[src/rtl/spi_slave_param.sv]
// SPI slave front-end with parametrised payload width and bit order.
// Frame: dummy bit, selector bit S, then W = DATA_W+2 bits {cmd[1:0], payload}.
module spi_slave_param #(
    parameter int unsigned DATA_W    = 8,
    parameter bit          LSB_FIRST = 1'b0
) (
    input  logic              clk,
    input  logic              rst,
    input  logic              SS_n,
    input  logic              MOSI,
    output logic              MISO,
    output logic [DATA_W+1:0] rx_data,
    output logic              rx_valid,
    input  logic [DATA_W-1:0] tx_data,
    input  logic              tx_valid,
    output logic              frame_err,
    output logic              addr_pending
);

    localparam int unsigned W     = DATA_W + 2;
    localparam int unsigned CNT_W = $clog2(W + 1);

    typedef enum logic [2:0] {
        IDLE,
        CHK_CMD,
        WRITE,
        READ_ADD,
        READ_DATA,
        TX_WAIT,
        TX_SHIFT,
        HOLD
    } state_t;

    state_t             r_state;
    logic [CNT_W-1:0]   r_cnt;
    logic [DATA_W-1:0]  r_tx_sr;

    state_t             w_state_nxt;
    logic [CNT_W-1:0]   w_cnt_nxt;
    logic [DATA_W-1:0]  w_tx_sr_nxt;
    logic [W-1:0]       w_rx_data_nxt;
    logic               w_rx_valid_nxt;
    logic               w_frame_err_nxt;
    logic               w_miso_nxt;
    logic               w_addr_pend_nxt;
    logic [CNT_W-1:0]   w_bit_idx;

    // State and all registered outputs
    always_ff @(posedge clk) begin
        if (rst) begin
            r_state      <= IDLE;
            r_cnt        <= '0;
            r_tx_sr      <= '0;
            rx_data      <= '0;
            rx_valid     <= 1'b0;
            frame_err    <= 1'b0;
            MISO         <= 1'b0;
            addr_pending <= 1'b0;
        end else begin
            r_state      <= w_state_nxt;
            r_cnt        <= w_cnt_nxt;
            r_tx_sr      <= w_tx_sr_nxt;
            rx_data      <= w_rx_data_nxt;
            rx_valid     <= w_rx_valid_nxt;
            frame_err    <= w_frame_err_nxt;
            MISO         <= w_miso_nxt;
            addr_pending <= w_addr_pend_nxt;
        end
    end

    // Next-state and next-output logic
    always_comb begin
        w_state_nxt     = r_state;
        w_cnt_nxt       = r_cnt;
        w_tx_sr_nxt     = r_tx_sr;
        w_rx_data_nxt   = rx_data;
        w_rx_valid_nxt  = 1'b0;
        w_frame_err_nxt = 1'b0;
        w_miso_nxt      = 1'b0;
        w_addr_pend_nxt = addr_pending;
        w_bit_idx       = LSB_FIRST ? (CNT_W'(W) - r_cnt) : (r_cnt - CNT_W'(1));

        case (r_state)
            IDLE: begin
                if (!SS_n) begin
                    w_state_nxt = CHK_CMD;
                end
            end

            CHK_CMD: begin
                if (SS_n) begin
                    w_state_nxt = IDLE;
                end else begin
                    w_cnt_nxt = CNT_W'(W);
                    if (!MOSI) begin
                        w_state_nxt = WRITE;
                    end else if (addr_pending) begin
                        w_state_nxt = READ_DATA;
                    end else begin
                        w_state_nxt = READ_ADD;
                    end
                end
            end

            WRITE, READ_ADD, READ_DATA: begin
                // The last bit completes the frame even if SS_n rises with it
                if (r_cnt == CNT_W'(1)) begin
                    for (int unsigned i = 0; i < W; i++) begin
                        if (i == 32'(w_bit_idx)) begin
                            w_rx_data_nxt[i] = MOSI;
                        end
                    end
                    w_rx_valid_nxt = 1'b1;
                    w_cnt_nxt      = '0;
                    if (r_state == READ_ADD) begin
                        w_addr_pend_nxt = 1'b1;
                    end
                    if (SS_n) begin
                        w_state_nxt = IDLE;
                    end else if (r_state == READ_DATA) begin
                        w_state_nxt = TX_WAIT;
                    end else begin
                        w_state_nxt = HOLD;
                    end
                end else if (SS_n) begin
                    w_state_nxt     = IDLE;
                    w_frame_err_nxt = 1'b1;
                end else begin
                    for (int unsigned i = 0; i < W; i++) begin
                        if (i == 32'(w_bit_idx)) begin
                            w_rx_data_nxt[i] = MOSI;
                        end
                    end
                    if (r_cnt != '0) begin
                        w_cnt_nxt = r_cnt - CNT_W'(1);
                    end
                end
            end

            TX_WAIT: begin
                if (SS_n) begin
                    w_state_nxt     = IDLE;
                    w_frame_err_nxt = 1'b1;
                end else if (tx_valid) begin
                    w_cnt_nxt   = CNT_W'(DATA_W - 1);
                    w_state_nxt = TX_SHIFT;
                    if (LSB_FIRST) begin
                        w_miso_nxt  = tx_data[0];
                        w_tx_sr_nxt = tx_data >> 1;
                    end else begin
                        w_miso_nxt  = tx_data[DATA_W-1];
                        w_tx_sr_nxt = tx_data << 1;
                    end
                end
            end

            TX_SHIFT: begin
                if (SS_n) begin
                    w_state_nxt     = IDLE;
                    w_frame_err_nxt = 1'b1;
                end else if (r_cnt != '0) begin
                    w_cnt_nxt = r_cnt - CNT_W'(1);
                    if (LSB_FIRST) begin
                        w_miso_nxt  = r_tx_sr[0];
                        w_tx_sr_nxt = r_tx_sr >> 1;
                    end else begin
                        w_miso_nxt  = r_tx_sr[DATA_W-1];
                        w_tx_sr_nxt = r_tx_sr << 1;
                    end
                end else begin
                    w_addr_pend_nxt = 1'b0;
                    w_state_nxt     = HOLD;
                end
            end

            HOLD: begin
                if (SS_n) begin
                    w_state_nxt = IDLE;
                end
            end

            default: begin
                w_state_nxt = IDLE;
            end
        endcase
    end

endmodule
[config.mk]
export PLATFORM = sky130hd
export DESIGN_NAME = spi_slave_param
export DESIGN_NICKNAME = d
export VERILOG_FILES = /design/src/rtl/spi_slave_param.sv
export SDC_FILE = /design/constraint.sdc
export NUM_CORES = 1
export LEC_CHECK = 0
export ABC_AREA = 1
export CAP_MARGIN = 40
export CORE_UTILIZATION = 25
export CTS_CLUSTER_SIZE = 30
export DETAILED_ROUTE_END_ITERATION = 8
export GPL_TIMING_DRIVEN = 0
export PLACE_DENSITY = 0.41
export SLEW_MARGIN = 20
export SYNTH_ARGS = -nofsm -noshare
export SYNTH_HDL_FRONTEND = slang
export SYNTH_SLANG_ARGS = --single-unit
export TNS_END_PERCENT = 5
[constraint.sdc]
create_clock -name clk -period 1.6 [get_ports clk]
set_clock_uncertainty 0.15 [all_clocks]
set_input_delay 0.24 -clock clk [delete_from_list [all_inputs] [get_ports clk]]
set_output_delay 0.24 -clock clk [all_outputs]
set_load 0.02 [all_outputs]
==> impl_metrics.tcl, run 1 <==
set metrics [dict create \
    status "finished with violations" \
    violations "negative setup slack" \
    tightest_slew_ps 466 \
    io_pins 27 \
    period_needed_ps 1640 \
    crit_required_ps 1680 \
    nets 296 \
    cts.clk_slew.worst_paths_ps 110 \
    syn_inst 241 \
    ys_seq_area_share_pct 33.7 \
    start_kind "flip-flop" \
    start_util_pct 26.1 \
    maxCapViolations 0 \
    worstSetupEndpointType "flip-flop" \
    portBuffers 24 \
    whs_ps 154 \
    rsz0062_at_grt "true" \
    cts_sinks 28 \
    dp_hpwl_um 3120 \
    antenna_left 0 \
    reg2reg_depth 7 \
    cts_hold_buf 0 \
    rows 29 \
    hold_path_class "in -> reg" \
    final_hold_viol_count 0 \
    finalCritPeriodShare_pct 103 \
    globalplace.congestion 0.844 \
    dieArea_sq_mm 0.00699 \
    cts_root_buffer "clkbuf_8" \
    setup_tns_ps -140 \
    die_y_um 83.6 \
    hold_start "SS_n" \
    grt_usage_pct 13.3 \
    slew_headroom_pct 68.9 \
    core_area_sq_mm 0.00639 \
    nFillCells 715 \
    syn-num-nets 260 \
    num_vias 1645 \
    syn_to_final_growth_pct 33.2 \
    cts_buffers 3 \
    power.density_mw_per_mm2 683 \
    clk_latency_ps 280 \
    htreeDepth 1 \
    leakage_nw 0.969 \
    grt_max_degree 16 \
    path_class "reg -> reg" \
    drv_slew 0 \
    reg2reg_to "rx_data[5]" \
    r2r-start "r_cnt[0]" \
    worstHoldEndpoint "frame_err" \
    synthesis.area_sq_mm 0.00167 \
    drt_first_pass_iters 4 \
    dp_cells 342 \
    viasPerCell 4.66 \
    drc_errors 0 \
    grt_pass1_vias 1579 \
    critPathArrivalTime_ps 1720 \
    diodes 0 \
    avgRoutedWirePerCell_um 12.3 \
    drt_iter0_markers 81 \
    yosysUniqueCellTypes 30 \
    critPathMaxFanout 8 \
    drive_gt1_share_pct 21.4 \
    grt_pass1_wl_um 7410 \
    ys_seq_elements 28 \
    layout_setup_ws_ps -42.0 \
    die_x_um 83.6 \
    grt_overflow_total 0 \
    vdd_drop_max_mv 0.377 \
    min_path_cells 3 \
    r2r_setup_slack_ps -40 \
    finalSetupViolations 10 \
    fin_cells 353 \
    cts_tree "done" \
    avgSynthCellArea_sq_um 6.91 \
    antenna_found_initial 0 \
    wl_um 4330 \
    fmax_mhz 609 \
    clockBufferDepth 2 \
    synth_warnings 0 \
]
sequential cells by signal (all words and copies together), names as in the netlist:
name,cells
rx_data,10
r_tx_sr,7
r_cnt,4
r_state,3
MISO,1
addr_pending,1
frame_err,1
rx_valid,1
worst max-delay path: stages, from the launching register on:
cell and delay (ps):
dfxtp_4 400, inv_6 50, ha_4 170, xnor2_4 130, nand3b_1 320, nor2_1 170
o21ai_1 80, nor2_1 110
Yosys cell counts (all sizes together):
cell    count  area (sq um)
nand2      49           194
nor2       39           169
o21ai      29           149
dfxtp      28           561
inv        23          86.3
nand3      21           170
a21oi      15          78.8
nor3       13          65.1
buf         6          43.8
ha          6          75.1
clkbuf      3          11.3
nand4       2          12.5
o211ai      2          15.0
a31oi       1          6.26
nand3b      1          7.51
o22ai       1          6.26
or2         1          6.26
xnor2       1          8.76
layout make-up:
type                    count  area, sq um  share of cell area (%)
plain buffers               9         67.6                    3.05
clock buffers               4         55.1                    2.48
inverters                  23         96.3                    4.34
multi-input cells         181         1040                    47.0
flip-flops and latches     28          574                    25.9
well taps                  77         96.3                    4.34
repair buffers             31          287                    12.9
power by group:
part           switching, mW  leakage (nW)  internal, mW
logic                  0.191         0.711         0.127
registers             0.0204         0.229         0.709
clock network          0.246        0.0288         0.221
how the worst max path moves through the flow:
stage | startpoint | to | slack, ps | cells after the start
5_1_grt | r_cnt[0] | rx_data[5] | -230 | 7
2_1_floorplan | r_cnt[1] | r_state[1] | 10 | 10
6_report | r_cnt[0] | rx_data[5] | -40 | 7
3_5_place_dp | r_cnt[1] | r_state[1] | -250 | 10
4_1_cts | r_cnt[0] | rx_data[4] | -60 | 7
3_3_place_gp | r_cnt[1] | r_state[0] | -330 | 9
per-stage QoR:
step	cell area (sq um)	total power [mW]	util (%)	setup WS, ps
floorplan	1670	0.928	-	14.5
global placement	2010	1.01	31.5	-325
detailed placement	2010	1.01	31.5	-253
CTS	2130	1.51	33.3	-64.9
global route	2220	1.61	34.7	-230
finish	2220	1.51	34.7	-42.0
metal layers:
metal / vias up / share of wire (%) / GRT usage, % / wire length [um]
li1: 860 / - / - / -
met1: 726 / 49 / 18.4 / 2130
met2: 50 / 43 / 20.4 / 1870
met3: 9 / 5.1 / 2.37 / 221
met4: 0 / 2.4 / 5.39 / 105
met5: - / 0 / 0 / 0
cell families after synthesis:
logic type / synth area share, %
and+or+nand+nor: 37.5
buffers and inverters: 8.49
AOI/OAI and AO/OA: 15.3
adders and majority gates: 4.51
DFF: 33.7
xor gates and xnor gates: 0.526
what timing repair did:
item | CTS | global route
pin swaps | 3 | 11
setup endpoints to repair | 37 | 28
gates resized for setup | 32 | 17
setup buffers | 3 | 4
placed cells by master, fill, tap and decap left out, types with 4 or more instances in the layout:
master,Yosys,final
a21oi_1,14,14
buf_4,1,7
clkbuf_8,0,4
clkdlybuf4s50_1,0,10
dfxtp_1,28,23
dlygate4sd2_1,0,11
ha_1,6,4
inv_1,20,17
nand2_1,45,39
nand2_2,4,7
nand3_1,14,13
nand3_2,3,4
nand3_4,4,4
nor2_1,32,32
nor2_2,6,6
nor3_1,13,13
o21ai_0,26,23
o21ai_1,2,4
(Power assumes the default switching activity.)
==> inputs of run 2 (changes only) <==
Settings changed: CORE_MARGIN set to 2, MAX_ROUTING_LAYER set to met4.
==> run 2 against run 1 <==
Register-to-register slack better by 70 ps; the run now ends clean; non-clock buffer count up 1; sequential power about the same; critical path depth up 1; maximum frequency up 4.2%; largest power group unchanged; setup slack better by 66 ps; global-route usage down 0.57 points; sequential share of layout area down 1.4 points; flip-flop and latch count unchanged.
==> impl_metrics.tcl, run 2 (synthesis results as in run 1) <==
set metrics [dict create \
    largest_reg_flops 10 \
    cts.clk_slew.worst_paths_ps 90 \
    rsz0062_at_grt "true" \
    clk_latency_ps 280 \
    drt_first_pass_iters 4 \
    power.density_mw_per_mm2 703 \
    dp_cells 342 \
    rows 29 \
    drt_iter0_markers 84 \
    leakage_nw 0.997 \
    syn_to_final_growth_pct 40.7 \
    dieArea_sq_mm 0.00733 \
    antenna_left 0 \
    start_util_pct 26.1 \
    vdd_drop_max_mv 0.363 \
    layout_common_cells "40 x nand2_1, 29 x nor2_1, 23 x dfxtp_1, 21 x o21ai_0, 18 x inv_1" \
    slew_headroom_pct 66.2 \
    crit_slowest_cell "dfxtp_4" \
    core_area_sq_mm 0.00639 \
    avgRoutedWirePerCell_um 12.3 \
    met3_length_um 139 \
    cp_top_family "flip-flops" \
    maxCapViolations 0 \
    met2_length_um 1890 \
    fmax_mhz 635 \
    drive_gt1_share_pct 23.8 \
    critPathMaxFanout 8 \
    io_pins 27 \
    wl_um 4360 \
    drc_errors 0 \
    grt_usage_pct 12.7 \
    crit_path_frequent_cell "nor2_1" \
    final_hold_viol_count 0 \
    crit_required_ps 1630 \
    final_cell_area_sq_mm 0.00234 \
    reg_top3 "rx_data (10), r_tx_sr (7), r_cnt (4)" \
    hold_path_class "in -> reg" \
    tightest_slew_ps 508 \
    globalplace.congestion 0.844 \
    start_kind "flip-flop" \
    grt_overflow_total 0 \
    htreeDepth 1 \
    clockBufferDepth 2 \
    finalSetupViolations 0 \
    cts_root_buffer "clkbuf_8" \
    cts_buffers 3 \
    nets 297 \
    period_needed_ps 1580 \
    grt_pass1_wl_um 7200 \
    grt_pass1_vias 1492 \
    worstSetupEndpointType "flip-flop" \
    grt_max_degree 17 \
    status "complete, no violations" \
    viasPerCell 4.55 \
    drv_slew 0 \
    critPathArrivalTime_ps 1600 \
    slowest_delay_ps 390 \
    dp_hpwl_um 3120 \
    die_y_um 85.6 \
    drt-met1-wl_um 2240 \
    layout_commonest_cell "nand2_1" \
    diodes 0 \
    finalCritPeriodShare_pct 98.5 \
    cp_cell_sequence "inv_6 > ha_4 > xnor2_4 > nand3b_1 > buf_6 > nor2_1 > o21ai_1 > nor2_1" \
    fin_cells 354 \
    antenna_found_initial 0 \
    die_x_um 85.6 \
    path_class "reg -> reg" \
    portBuffers 24 \
    regMostFlops "rx_data" \
    cts_sinks 28 \
    cts_tree "done" \
    place_area_sq_mm 0.00201 \
    finalPower_mw 1.65 \
    whs_ps 161 \
    top_layer_used "met4" \
    crit_buf_inv 2 \
    num_vias 1609 \
]
run 2: area by class of cell:
type | instances | area [sq um]
fillers | 683 | 4040
clock buffers | 3 | 41.3
clock inverters | 1 | 30.0
plain buffers | 9 | 70.1
well taps | 77 | 96.3
multi-input cells | 181 | 1120
inverters | 23 | 96.3
repair buffers | 32 | 315
flip-flops and latches | 28 | 574
run 2: through the flow:
stage	setup slack [ps]	utilization [%]	setup TNS (ps)
2_1_floorplan	14.5	-	0
3_3_place_gp	-334	31.5	-5120
3_5_place_dp	-252	31.5	-4020
4_1_cts	-45.8	34.1	-146
5_1_grt	-85.9	36.7	-659
6_report	24.5	36.7	0
run 2: worst paths after layout:
| check | depth (start not counted) | startpoint | to | slack (ps) |
|---|---|---|---|---|
| worst min register to register | 2 | r_tx_sr[5] | r_tx_sr[5] | 300 |
| worst min-delay path | 2 | rst | MISO | 160 |
| worst max register to register | 8 | r_cnt[0] | rx_data[6] | 20 |
| worst max-delay path | 8 | r_cnt[0] | rx_data[6] | 20 |
run 2: metal layers:
layer  up-vias  GRT usage (%)
li1        871              -
met1       706           17.4
met2        25           18.8
met3         7           2.69
met4         0           3.90
met5         -              -
run 2: what timing repair did:
action                     4_1_cts  5_1_grt
hold buffers                     0        0
setup buffers                    4        3
gates resized for setup         34       33
pin swaps                        3       10
cloned                           0        1
setup endpoints to repair       37       25
run 2: power breakdown:
part           total (mW)  internal [mW]  switching, mW
clock network       0.568          0.336          0.233
registers           0.728          0.708         0.0197
logic               0.351          0.142          0.209
